<file path="src/rtl/fsm_stim_checker_pkg.sv">
// Shared definitions for the FSM stimulus/response checker: controller
// state encoding and the packing of one step-table entry.
// Entry layout, MSB to LSB: {ab[1:0], exp_x[DATA_W-1:0], exp_y[DATA_W-1:0]}.
package fsm_stim_checker_pkg;

  typedef enum logic [2:0] {
    ST_IDLE  = 3'd0,
    ST_APPLY = 3'd1,
    ST_WAIT  = 3'd2,
    ST_CHECK = 3'd3,
    ST_DONE  = 3'd4,
    ST_FAIL  = 3'd5
  } stim_state_e;

  localparam int unsigned AB_W = 2;

  // Total width of one table entry for a given response width.
  function automatic int unsigned entry_w(input int unsigned data_w);
    return AB_W + (2 * data_w);
  endfunction

  // LSB position of the expected-y field.
  function automatic int unsigned y_lsb(input int unsigned data_w);
    return 0;
  endfunction

  // LSB position of the expected-x field.
  function automatic int unsigned x_lsb(input int unsigned data_w);
    return data_w;
  endfunction

  // LSB position of the {a,b} stimulus field.
  function automatic int unsigned ab_lsb(input int unsigned data_w);
    return 2 * data_w;
  endfunction

endpackage

</file>
<file path="src/rtl/fsm_stim_table.sv">
// Step table for the stimulus checker: 2**ADDR_W entries of
// {ab, exp_x, exp_y}. Synchronous write, asynchronous read. Contents are
// deliberately not reset so a programmed test survives a controller reset.
module fsm_stim_table
  import fsm_stim_checker_pkg::*;
#(
  parameter int unsigned DATA_W = 8,
  parameter int unsigned ADDR_W = 3,
  localparam int unsigned ENTRY_W = entry_w(DATA_W)
) (
  input  logic                clk,
  input  logic                we,
  input  logic [ADDR_W-1:0]   waddr,
  input  logic [ENTRY_W-1:0]  wdata,
  input  logic [ADDR_W-1:0]   raddr,
  output logic [ENTRY_W-1:0]  rdata
);

  localparam int unsigned DEPTH = 2 ** ADDR_W;

  logic [ENTRY_W-1:0] mem_r [DEPTH];

  // Table write port.
  always_ff @(posedge clk) begin
    if (we) begin
      mem_r[waddr] <= wdata;
    end
  end

  // Combinational read of the entry selected by the running step index.
  always_comb begin
    rdata = mem_r[raddr];
  end

endmodule

</file>
<file path="config.mk">
export PLATFORM = sky130hd
export DESIGN_NAME = fsm_stim_table
export DESIGN_NICKNAME = d
export VERILOG_FILES = /design/src/rtl/fsm_stim_checker_pkg.sv /design/src/rtl/fsm_stim_table.sv
export SDC_FILE = /design/constraint.sdc
export NUM_CORES = 1
export LEC_CHECK = 0
export CORE_MARGIN = 8
export CORE_UTILIZATION = 61
export DETAILED_ROUTE_END_ITERATION = 7
export PLACE_DENSITY = 0.83
export RECOVER_POWER = 25
export SYNTH_ARGS = -nofsm -noshare
export SYNTH_HDL_FRONTEND = slang
export SYNTH_SLANG_ARGS = --single-unit
</file>
<file path="constraint.sdc">
create_clock -name clk -period 5.3 [get_ports clk]
set_input_delay 1.06 -clock clk [delete_from_list [all_inputs] [get_ports clk]]
set_output_delay 1.06 -clock clk [all_outputs]
set_load 0.01 [all_outputs]
</file>
Word level (Yosys, flattened, before mapping)
Memory sizes are Yosys's and may differ from the RTL's.
Index checks and enable logic that the tools add are counted.
{"block": "totals", "register_bits": 0, "ram_bits": 144, "inputBits": 26, "mem_count": 1}
{"memory": "mem_r", "depth": 8, "word_bits": 18, "rd": 1, "rd_clocked_by_memory_dff": 0, "write_ports": 1, "line": "fsm_stim_table.sv:21", "source": "logic [ENTRY_W-1:0] mem_r [DEPTH];"}
{"block": "op_classes", "muxes": 2}
{"cell": "$mux W1", "n": 2}

Depth between registers and ports, before layout
{"block": "logic_depth", "ltp_word": 2, "ltp_mapped": 4, "depth_no_buf": 2}

Least setup slack after synthesis
No wires, ideal clock.
{"block": "synth_path", "kind": "input-to-output", "from": "input port raddr[0]", "to": "output port rdata[0]", "arrival_ns": 2.158, "required_ns": 4.240, "slack_ns": 2.082, "stages": 4, "n_path_buf": 2, "cell_sequence": "buf_6 -> buf_6 -> mux4_1 -> mux2_2"}
{"block": "synth_between", "elab_chain_len": 1}
{"item": "from (decl)", "line": "fsm_stim_table.sv:15", "source": "input logic [ADDR_W-1:0] raddr,"}
{"item": "$mem_v2 Z8 W18"}
{"item": "to (decl)", "line": "fsm_stim_table.sv:16", "source": "output logic [ENTRY_W-1:0] rdata"}
No other way between the ends.

Worst setup path in the final report
{"block": "layout_path", "from": "input port raddr[0]", "to": "output port rdata[6]"}
Same word-level chain as after synthesis.

==> flow_summary_export.csv <==
group,metric,value,unit
route,wl_per_cell,26.6,µm
cts,post_cts_buffers,0,
cts,htreeDepth,4,
layout,multi_input_area,0.00122,mm²
layout,antenna_cells,0,
power,intPower,2050,µW
setup_path,crit_path_end_kind,"output pin",
route,drtPass1Iterations,4,
route,drc_errors,0,
floorplanning,io_pins,44,
route,dr.first_iter.drc_count,220,
synthesis,synth.area.top_cells,"edfxtp_1 (77%), mux4_1 (17%), mux2_2 (3.6%), buf_6 (0.80%), nor2_1 (0.40%)",
timing,tns,0,ns
setup_path,critPathLaunchType,"input pin",
power,p_switching,549,µW
grt,gr-total-overflow,0,
power,vdd_drop_max,0.264,mV
power,power_switching_share,21.1,%
synthesis,synth-seq-cells,144,
floorplanning,rows,35,
setup_path,crit_fanout,20,
worst_hold_path,whs_path_depth,1,
setup_path,required,4.24,ns
place,gp_congestion,0.661,
layout,drive_gt1_share,21.8,%
timing,slew_violations,0,
floorplanning,core,0.00906,mm²
worst_hold_path,hold_path_end,"mem_r[5][6]",
cts,cts_tree,"yes",
layout,final_common_cell,"edfxtp_1",
power,p_per_area,384,mW/mm²
synthesis,yosys.area.top_type_share,77.2,%
timing,rsz0062_at_grt,"no",
place,dpl.hpwl,5630,µm
layout,layout_common_cells,"edfxtp_1 (144), mux4_1 (36), clkdlybuf4s50_1 (32), mux2_2 (18), clkbuf_16 (16)",
timing,worstMarginPinSlew,0.560,ns
job,cap_violations,0,
power,p_clk_share,43.8,%
place,port_buffers,43,
route,vias,2564,
floorplanning,start_util,61.8,%
layout,synthToLayoutAreaGrowth,20.8,%
timing,fin_crit_sh,80.8,%
synthesis,synth_nets,247,
synthesis,synth.distinct_cells,11,
layout,nFillCells,470,
layout,fin_area,0.00677,mm²
layout,ff_latch_area,0.00432,mm²
power,p_leak,0.00229,µW
worst_hold_path,min_from,"wdata[6]",
layout,nets,311,
cts,cts_buffer_depth,2,
floorplanning,die_h,112,µm
cts,cts_made_buffers,17,
grt,grt_pass1_wl,16100,µm
power,p_comb_share,6.2,%
route,avgViaCountPerCell,6.27,
timing,clock.fmax,233,MHz
setup_path,crit_arrival,3.22,ns
timing,max_slew_margin,62.7,%
setup_path,cp_cell_sequence,"buf_2 -> buf_4 -> mux4_1 -> mux2_2 -> clkdlybuf4s50_1",
setup_path,worstSetupPathType,"input pin to output pin",
synthesis,ys_seq_area_share,77.2,%
power,p_seq_share,50.1,%
grt,grt_pass1_vias,2633,
place,placed_area,0.00620,mm²
synthesis,ys_warn_count,0,
route,ant_nets,0,
run_status,outcome,"finished clean",
synthesis,synth_area_per_cell,25.4,µm²
route,routed_wl,10900,µm
layout,largest_reg_flops,144,
synthesis,syn_area,0.00560,mm²
setup_path,crit_path_top_delay_cell,"mux4_1",
layout,top_register,"mem_r",
floorplanning,die_area,0.0125,mm²
layout,reg_top3,"mem_r (144)",
cts,cts.sinks,144,
cts,hold_buffers,0,
grt,grt_start_max_net_pins,37,
grt,track_usage,18.3,%
synthesis,yosysTopAreaCell,"edfxtp_1",
cts,clockRootBuffer,"clkbuf_8",
timing,finalSetupViolations,0,
grt,antenna_found_initial,0,
cts,cts.repair.resized,0,
cts,cts.clk_slew.worst_paths,0.06,ns
timing,min_period,4.28,ns
worst_hold_path,worstHoldPathType,"input pin to register",
floorplanning,die_w,112,µm
setup_path,slowest_delay,0.62,ns
timing,hold_viol,0,
synthesis,syn_inst,221,
[worst max-delay path by stage]
stage | endpoint | depth (start not counted) | start | slack [ns]
after floorplan | rdata[0] | 4 | raddr[0] | 2.08
after global placement | rdata[6] | 5 | raddr[0] | 1.06
after detailed placement | rdata[14] | 5 | raddr[0] | 1.03
after CTS | rdata[6] | 5 | raddr[0] | 1.01
after global routing | rdata[6] | 5 | raddr[0] | 0.96
final | rdata[6] | 5 | raddr[0] | 1.02
[per-stage QoR]
| step | util, % | std cells | setup slack [ns] | hold WS (ns) | power [µW] |
|---|---|---|---|---|---|
| 2_1_floorplan | - | 221 | 2.08 | 1.16 | 1400 |
| 4_1_cts | 74.7 | 409 | 1.01 | 1.24 | 2620 |
| 6_report | 74.7 | 409 | 1.02 | 1.27 | 2600 |
| 3_3_place_gp | 68.4 | 377 | 1.06 | 1.78 | 1480 |
| 5_1_grt | 74.7 | 409 | 0.955 | 1.30 | 2670 |
| 3_5_place_dp | 68.4 | 377 | 1.03 | 1.81 | 1490 |
[layout make-up]
| class | instances | share of cell area [%] |
|---|---|---|
| Tap cell | 111 | 2.05 |
| Clock buffer | 17 | 6.12 |
| Clock inverter | 15 | 2.33 |
| Multi-Input combinational cell | 67 | 18.0 |
| Sequential cell | 144 | 63.9 |
| Timing Repair Buffer | 55 | 7.62 |
[cells by family (layout without fill, tap and decap cells)]
group / after synthesis / after routing / synth area share (%)
flops: 144 / 144 / 77.2
mux: 54 / 54 / 20.5
simple gates: 13 / 13 / 1.05
buf+inv: 10 / 87 / 1.29
[synthesized netlist by cell type]
cell and instances:
nor3_1 2, buf_6 4, buf_1 2, mux4_1 36, clkbuf_2 2, nand2b_1 3
mux2_2 18, nand2_1 2, buf_2 2, nor2_1 6, edfxtp_1 144
[metal layers]
metal / wire length (µm) / global-route usage [%]
met3: 713 / 5.74
met5: 0 / 0
met2: 5580 / 28.9
met1: 4350 / 22.3
met4: 259 / 9.48
[worst max-delay path: cells and delay by family]
kind	cells	cell delay, ns
buffers and inverters	3	1.23
multiplexers	2	0.93
[power groups by stage]
stage	clock [µW]	combinational, µW	sequential [µW]
global placement	0	157	1320
finish	1140	161	1300
floorplan	0	82.0	1320
detailed placement	0	161	1320
CTS	1160	164	1300
global route	1200	170	1300
Note: power is estimated with default switching activity, not from simulation.
